File: src/rtl/common_types.sv
// Shared type definitions for the memory address path.
package common_types;

    typedef logic [15:0] addr_t;

    // Memory address mux select: program counter or address register.
    typedef enum logic {
        PC_ADDR  = 1'b0,
        ADDR_REG = 1'b1
    } mm_t;

endpackage

File: src/rtl/addr_gen.sv
// addr_gen: multi-cycle 6502 effective-address generator.
// Fetches operand bytes through the PC side of the address mux and pointer
// bytes through the address register side, applies X/Y indexing with 8-bit
// adders and an explicit carry/fix-up cycle, and reports the result on ea.
// All outputs are registered: each state branch sets the outputs the next
// state presents.
module addr_gen
    import common_types::*;
(
    input  logic        clk,
    input  logic        rst_n,
    input  logic        start,
    input  logic [3:0]  mode,
    input  logic [7:0]  x,
    input  logic [7:0]  y,
    input  logic [7:0]  data_in,
    output mm_t         mm,
    output addr_t       addr,
    output logic        pc_inc,
    output logic        busy,
    output logic        done,
    output addr_t       ea,
    output logic        page_cross
);

    localparam logic [3:0] M_ZP   = 4'd0;
    localparam logic [3:0] M_ZPX  = 4'd1;
    localparam logic [3:0] M_ZPY  = 4'd2;
    localparam logic [3:0] M_ABS  = 4'd3;
    localparam logic [3:0] M_ABSX = 4'd4;
    localparam logic [3:0] M_ABSY = 4'd5;
    localparam logic [3:0] M_IND  = 4'd6;
    localparam logic [3:0] M_INDX = 4'd7;
    localparam logic [3:0] M_INDY = 4'd8;

    typedef enum logic [3:0] {
        S_IDLE, S_OPL, S_OPH, S_OPW, S_ZPW, S_PL, S_PH, S_PW, S_FIX, S_DONE
    } state_t;

    state_t     state;
    logic [3:0] mode_r;
    logic [7:0] x_r;
    logic [7:0] y_r;
    logic [7:0] op_lo;
    logic [7:0] ea_lo;
    logic [7:0] ea_hi;

    // 8-bit add returning {carry, sum}.
    function automatic logic [8:0] add8(input logic [7:0] a, input logic [7:0] b);
        return {1'b0, a} + {1'b0, b};
    endfunction

    // 8-bit add with the carry discarded (zero-page and pointer wrap).
    function automatic logic [7:0] wrap8(input logic [7:0] a, input logic [7:0] b);
        return a + b;
    endfunction

    logic [7:0] idx;
    logic [8:0] abs_sum;
    logic [7:0] zp_sum;
    logic [8:0] indy_sum;

    // X indexes ZPX/ABSX/INDX; every other indexed mode uses Y.
    assign idx      = (mode_r == M_ZPX || mode_r == M_ABSX || mode_r == M_INDX) ? x_r : y_r;
    assign abs_sum  = add8(op_lo, idx);
    assign zp_sum   = wrap8(data_in, idx);
    assign indy_sum = add8(ea_lo, y_r);

    // Address-generation FSM with registered outputs.
    always_ff @(posedge clk or negedge rst_n) begin
        if (!rst_n) begin
            state      <= S_IDLE;
            mode_r     <= '0;
            x_r        <= '0;
            y_r        <= '0;
            op_lo      <= '0;
            ea_lo      <= '0;
            ea_hi      <= '0;
            mm         <= PC_ADDR;
            addr       <= '0;
            pc_inc     <= 1'b0;
            busy       <= 1'b0;
            done       <= 1'b0;
            ea         <= '0;
            page_cross <= 1'b0;
        end else begin
            pc_inc <= 1'b0;
            done   <= 1'b0;
            mm     <= ADDR_REG;
            busy   <= 1'b1;
            case (state)
                S_IDLE: begin
                    if (start) begin
                        mode_r     <= mode;
                        x_r        <= x;
                        y_r        <= y;
                        page_cross <= 1'b0;
                        if (mode <= M_INDY) begin
                            state  <= S_OPL;
                            mm     <= PC_ADDR;
                            pc_inc <= 1'b1;
                        end else begin
                            // Unknown mode: finish at once with a null address.
                            state <= S_DONE;
                            ea    <= '0;
                            addr  <= '0;
                            done  <= 1'b1;
                        end
                    end else begin
                        mm   <= PC_ADDR;
                        busy <= 1'b0;
                    end
                end
                S_OPL: begin
                    if (mode_r == M_ABS || mode_r == M_ABSX ||
                        mode_r == M_ABSY || mode_r == M_IND) begin
                        state  <= S_OPH;
                        mm     <= PC_ADDR;
                        pc_inc <= 1'b1;
                    end else begin
                        state <= S_ZPW;
                    end
                end
                S_OPH: begin
                    op_lo <= data_in;
                    state <= S_OPW;
                end
                S_OPW: begin
                    case (mode_r)
                        M_ABSX, M_ABSY: begin
                            ea_hi <= data_in;
                            ea_lo <= abs_sum[7:0];
                            if (abs_sum[8]) begin
                                state <= S_FIX;
                            end else begin
                                ea    <= {data_in, abs_sum[7:0]};
                                addr  <= {data_in, abs_sum[7:0]};
                                done  <= 1'b1;
                                state <= S_DONE;
                            end
                        end
                        M_IND: begin
                            addr  <= {data_in, op_lo};
                            state <= S_PL;
                        end
                        default: begin
                            ea    <= {data_in, op_lo};
                            addr  <= {data_in, op_lo};
                            done  <= 1'b1;
                            state <= S_DONE;
                        end
                    endcase
                end
                S_ZPW: begin
                    op_lo <= data_in;
                    case (mode_r)
                        M_ZPX, M_ZPY: begin
                            ea    <= {8'h00, zp_sum};
                            addr  <= {8'h00, zp_sum};
                            done  <= 1'b1;
                            state <= S_DONE;
                        end
                        M_INDX: begin
                            addr  <= {8'h00, zp_sum};
                            state <= S_PL;
                        end
                        M_INDY: begin
                            addr  <= {8'h00, data_in};
                            state <= S_PL;
                        end
                        default: begin
                            ea    <= {8'h00, data_in};
                            addr  <= {8'h00, data_in};
                            done  <= 1'b1;
                            state <= S_DONE;
                        end
                    endcase
                end
                S_PL: begin
                    // Pointer high byte is never incremented: zero-page wrap
                    // and the JMP (ind) page bug both fall out of this.
                    addr  <= {addr[15:8], wrap8(addr[7:0], 8'h01)};
                    state <= S_PH;
                end
                S_PH: begin
                    ea_lo <= data_in;
                    state <= S_PW;
                end
                S_PW: begin
                    if (mode_r == M_INDY) begin
                        ea_hi <= data_in;
                        ea_lo <= indy_sum[7:0];
                        if (indy_sum[8]) begin
                            state <= S_FIX;
                        end else begin
                            ea    <= {data_in, indy_sum[7:0]};
                            addr  <= {data_in, indy_sum[7:0]};
                            done  <= 1'b1;
                            state <= S_DONE;
                        end
                    end else begin
                        ea    <= {data_in, ea_lo};
                        addr  <= {data_in, ea_lo};
                        done  <= 1'b1;
                        state <= S_DONE;
                    end
                end
                S_FIX: begin
                    ea         <= {wrap8(ea_hi, 8'h01), ea_lo};
                    addr       <= {wrap8(ea_hi, 8'h01), ea_lo};
                    page_cross <= 1'b1;
                    done       <= 1'b1;
                    state      <= S_DONE;
                end
                S_DONE: begin
                    mm    <= PC_ADDR;
                    busy  <= 1'b0;
                    state <= S_IDLE;
                end
                default: begin
                    mm    <= PC_ADDR;
                    busy  <= 1'b0;
                    state <= S_IDLE;
                end
            endcase
        end
    end

endmodule
File: config.mk
export PLATFORM = sky130hd
export DESIGN_NAME = addr_gen
export DESIGN_NICKNAME = d
export VERILOG_FILES = /design/src/rtl/common_types.sv /design/src/rtl/addr_gen.sv
export SDC_FILE = /design/constraint.sdc
export NUM_CORES = 1
export LEC_CHECK = 0
export CAP_MARGIN = 20
export CORE_ASPECT_RATIO = 2
export CORE_MARGIN = 10
export CORE_UTILIZATION = 45
export DETAILED_ROUTE_END_ITERATION = 8
export MAX_ROUTING_LAYER = met4
export PLACE_DENSITY = 0.67
export RECOVER_POWER = 25
export SETUP_SLACK_MARGIN = 0.4
export SLEW_MARGIN = 20
export SYNTH_ARGS = -nofsm -noshare
export SYNTH_HDL_FRONTEND = slang
export SYNTH_SLANG_ARGS = --single-unit
File: constraint.sdc
create_clock -name clk -period 4.55 [get_ports clk]
set_clock_uncertainty 0.05 [all_clocks]
set_input_delay 0.91 -clock clk [delete_from_list [all_inputs] [get_ports clk]]
set_output_delay 0.91 -clock clk [all_outputs]
set_load 0.01 [all_outputs]
==> flow_results.org <==
** Worst setup path
- CP max-delay cell :: sky130_fd_sc_hd__or4_1
- Traced cell by cell, the critical path runs through buf_4 -> nand2b_1 -> nand3b_1 -> a21oi_2 -> buf_4 -> mux2_2 -> fa_1 -> a211oi_2 -> o21ai_0 -> a31oi_1 -> nor3_1 -> or4_1 -> o21ai_0 -> o211ai_1.
- At the worst endpoint, the required time is 4.72 ns.
- The critical path ends at addr[7]$_DFFE_PN0P_.
- The worst setup path is captured at a register.
- The largest single stage delay on the critical path is 0.49 ns.
- Arrival time reported for the critical path endpoint :: 4.09 ns
- The worst setup path is launched from a register.
- Logic depth of the worst register-to-register path :: 14
- Crit path from :: mode_r[1]$_DFFE_PN0P_
- The startpoint identified for the worst register-to-register timing path is mode_r[1]$_DFFE_PN0P_.
- Setup slack on the worst flop-to-flop path :: 0.63 ns
- Max Fanout on Critical Path :: 9
- In this run the critical register-to-register path is captured at addr[7]$_DFFE_PN0P_.
- The worst setup path is of the reg -> reg kind.

** Power
- In this run the power density over the cells is 874 nW/um2.
- Internal power component :: 0.00326 W
- Of the total power, registers draw 25.2%.
- Combinational cells account for 62.8% of the total power.
- Net switching is 44.8% of the power.
- Clk network pwr share :: 12.0%
- Static Leakage :: 2.86 nW
- Switching power total :: 0.00264 W
- VDD sags by at most 403 uV.
- Summing internal, switching and leakage power gives 0.00589 W.

** Timing
- Period utilization :: 86.2%
- Setup violation total in the final timing report :: 0
- The final hold violation count came to 0.
- RSZ-0062 raised after global routing :: no
- Slew Limit Headroom :: -45.9%
- Number of slew-limit violations in the final report :: 86
- Setup TNS :: 0 ns
- For this run, the top clock speed supported by timing is 0.255 GHz.
- For the finished layout, the period the worst path requires is 3.92 ns.
- Slew at the pin closest to its max-slew limit :: 2.19 ns

** Synthesis
- The Yosys step of the flow raised 0 warnings.
- After Yosys synthesis, full adders, half adders and majority gates account for 6.64% of the synthesized area.
- Sequential-to-total area share from yosys stat :: 37.9%
- After Yosys synthesis, and, or, nand and nor cells account for 15.3% of the synthesized area.
- Of the post-synthesis cell area, the part taken by muxes is 14.5%.
- The most used flip-flop cell after synthesis is sky130_fd_sc_hd__dfrtp_1.
- After synthesis, the largest family of logic cells by area is compound AO/OA/AOI/OAI gates.
- Number of distinct library cell variants in the gate-level netlist after synthesis :: 73
- Summed over its instances, the top area cell type makes up 37.9% of the synthesized netlist area.
- Count of flip-flops with a built-in enable after synthesis :: 0
- Top cells by area, synth :: sky130_fd_sc_hd__dfrtp_1 (38%), sky130_fd_sc_hd__mux2_2 (12%), sky130_fd_sc_hd__ha_1 (5.6%), sky130_fd_sc_hd__nand2_1 (3.8%), sky130_fd_sc_hd__a21oi_1 (2.7%)
- In the synthesized netlist the async set-or-reset flop fraction comes to 100%.
- Synthesized area per cell :: 9.96 um2
- In the synthesized netlist, the number of instances is 564.
- Summing the areas of all xor and xnor instances in the mapped netlist gives 4.21% of the synthesized area.
- The synthesized netlist occupies a cell area of 5620 um2.
- Summing the areas of all compound-gate instances in the mapped netlist gives 18.5% of the synthesized area.
- The biggest area contributor in the post-synthesis netlist is sky130_fd_sc_hd__dfrtp_1.
- Post-synth net total :: 623
- Number of register bits inferred by synthesis :: 85

** GRT
- Global routing used 19.1% of the available tracks.
- Largest net degree at the start of global routing :: 86
- Via count of the first global-routing pass :: 4923
- The number of antenna violations at the first check in global routing was 0.
- Wire length of the first global-routing pass :: 26.2 mm
- Summed over all layers, the global routing overflow is 0.

** Finish
- Share of cells above drive strength 1 :: 17.8%
- The repair_antennas step left the layout with diodes totalling 0.
- Multi-input combinational cell area :: 3340 um2
- Synth-to-Final Area Change :: 20.1%
- Net count, final :: 690
- Fillers :: 1103
- Final design utilization :: 55.3%
- After routing the design area is 6740 um2.
- Total area of sequential cells :: 2130 um2

** Floorplan
- Core Rows :: 57
- Width of the die :: 99.0 um
- The floorplan step defined a die boundary enclosing 17600 um2.
- Height of the die :: 178 um
- Once the floorplan was initialized, standard cells occupied 46.0% of the core.
- Total core area :: 12200 um2
- Pin placement for this block handled 68 I/O pins.

** Clock network
- Maximum root-to-sink buffer count :: 2
- Source-to-sink clock delay at the later pin of the worst-skew pair :: 0.35 ns
- Clock H-tree levels :: 3
- Clock buffers created by TritonCTS :: 9
- Sinks on Clock Net :: 85
- CTS placed an instance of sky130_fd_sc_hd__clkbuf_16 at the clock tree root.
- Clock-pin slew was measured on the worst setup and hold paths at 0.07 ns.
- CTS tree :: done

** Hold path
- Min-Delay Path Class :: reg -> reg

** Placed design
- During placement, the flow inserted port buffers numbering 67.
- RePlAce Congestion :: 0.986
- The placed instances occupy a cell area of 6410 um2.
- Detailed placement ended at an HPWL of 12.8 mm.

** Detailed routing
- The detail route stage leaves a number of antenna-violating nets equal to 0.
- The pre-antenna-repair detailed-routing pass consisted of 5 iterations.
- Via count of the routed design :: 4780
- The first routing iteration left 313 violations.
- Wirelength, routed :: 16.5 mm
- For this run, design rule violations remaining after detail routing come to 0.
- Routed length per instance :: 21.0 um
- After detailed routing, the number of vias per cell comes to 6.10.

** Job
- Max-cap violations in this run came to 1.

** Status
- The run finished, with violations left.
- Violations in the final reports :: max-capacitance violations, max-slew violations
-- logic make-up (layout without fill, tap and decap cells) --
group           count (synthesis)  after routing
buf+inv                        33            105
fa+ha+maj                      28             28
flops                          85             85
compound gates                151            151
simple gates                  168            168
xor+xnor                       27             27
mux                            72             72
-- cell usage after synthesis, drive strengths merged, types with 3 or more instances --
cell type,instances
mux2,64
a31oi,14
and2,3
a21o,8
dfrtp,85
o211ai,6
a22o,8
a222oi,4
xnor2,13
xor2,14
o21bai,4
nor4,5
or3,7
nand3,14
nand2b,8
inv,10
nand4b,3
clkbuf,7
o21a,4
nor2b,3
nor3,8
buf,16
o22ai,3
fa,3
mux2i,8
a211oi,8
a22oi,7
ha,25
nor2,36
a21oi,31
o21ai,33
o221ai,4
and3,9
or2,4
nand2,57
-- state kept, by name (all words and copies together), names as in the netlist --
register    flops
y_r             8
mm              1
pc_inc          1
ea_hi           8
addr           16
x_r             8
state           4
page_cross      1
ea             16
ea_lo           8
done            1
busy            1
mode_r          4
op_lo           8
-- layer usage --
metal	GRT usage [%]	wire [um]	up-vias
met5	-	0	-
met4	11.3	876	0
met3	3.76	769	52
met2	34.1	8880	162
met1	18.5	5950	2315
li1	-	-	2251
-- power groups by stage --
stage          Clock, W  Sequential [W]  Combinational [W]
6_report       0.000705         0.00149            0.00370
5_1_grt        0.000745         0.00154            0.00405
4_1_cts        0.000723         0.00148            0.00368
3_5_place_dp          0         0.00149            0.00362
3_3_place_gp          0         0.00148            0.00354
2_1_floorplan         0         0.00140            0.00263
-- how the worst min path moves through the flow --
stage / start / endpoint / slack [ns] / cells past startpoint
2_1_floorplan: x_r[0]$_DFFE_PN0P_ / x_r[0]$_DFFE_PN0P_ / 0.42 / 1
3_3_place_gp: page_cross$_DFFE_PN0P_ / page_cross$_DFFE_PN0P_ / 0.41 / 2
3_5_place_dp: page_cross$_DFFE_PN0P_ / page_cross$_DFFE_PN0P_ / 0.42 / 2
4_1_cts: page_cross$_DFFE_PN0P_ / page_cross$_DFFE_PN0P_ / 0.44 / 2
5_1_grt: page_cross$_DFFE_PN0P_ / page_cross$_DFFE_PN0P_ / 0.47 / 2
6_report: page_cross$_DFFE_PN0P_ / page_cross$_DFFE_PN0P_ / 0.43 / 2
-- critical path, delay by kind of cell, from the launching register on --
family,cells,cell delay (ns)
AND/OR/NAND/NOR,4,0.90
AO/OA/AOI/OAI,6,1.18
multiplexers,1,0.39
buffers and inverters,2,0.39
flip-flops,1,0.40
adder cells (fa/ha/maj),1,0.47
-- metrics by stage --
| step | instances | hold slack, ns | worst slack [ns] |
|---|---|---|---|
| 3_5_place_dp | 765 | 0.422 | 0.303 |
| 6_report | 783 | 0.432 | 0.627 |
| 3_3_place_gp | 765 | 0.410 | 0.375 |
| 5_1_grt | 783 | 0.472 | 0.416 |
| 4_1_cts | 783 | 0.437 | 0.478 |
| 2_1_floorplan | 564 | 0.424 | 0.529 |
-- layout by cell type (no fill, tap or decap), types with 9 or more instances in the layout --
| cell | instances |
|---|---|
| sky130_fd_sc_hd__a31oi_1 | 13 |
| sky130_fd_sc_hd__nor2_1 | 35 |
| sky130_fd_sc_hd__nand2_1 | 57 |
| sky130_fd_sc_hd__a21oi_1 | 29 |
| sky130_fd_sc_hd__xor2_1 | 14 |
| sky130_fd_sc_hd__nand3_1 | 14 |
| sky130_fd_sc_hd__xnor2_1 | 13 |
| sky130_fd_sc_hd__clkbuf_16 | 9 |
| sky130_fd_sc_hd__and3_1 | 9 |
| sky130_fd_sc_hd__ha_1 | 25 |
| sky130_fd_sc_hd__o21ai_0 | 28 |
| sky130_fd_sc_hd__inv_1 | 10 |
| sky130_fd_sc_hd__buf_4 | 11 |
| sky130_fd_sc_hd__dfrtp_1 | 85 |
| sky130_fd_sc_hd__mux2_2 | 60 |
| sky130_fd_sc_hd__clkdlybuf4s50_1 | 66 |
-- final cells by class --
type / count / area share (%)
Timing Repair Buffer: 79 / 11.4
Inverter: 10 / 0.557
Multi-Input combinational cell: 446 / 49.6
Clock buffer: 9 / 3.34
Clock inverter: 7 / 0.835
Sequential cell: 85 / 31.6
Tap cell: 147 / 2.73
-- what timing repair did --
item / 4_1_cts / 5_1_grt
pin swaps: 1 / 1
resized for setup: 0 / 3
setup endpoints to repair: 15 / 29
hold buffers: 0 / 0
buffers inserted: 2 / 0
Power figures use the tool's default switching activity.
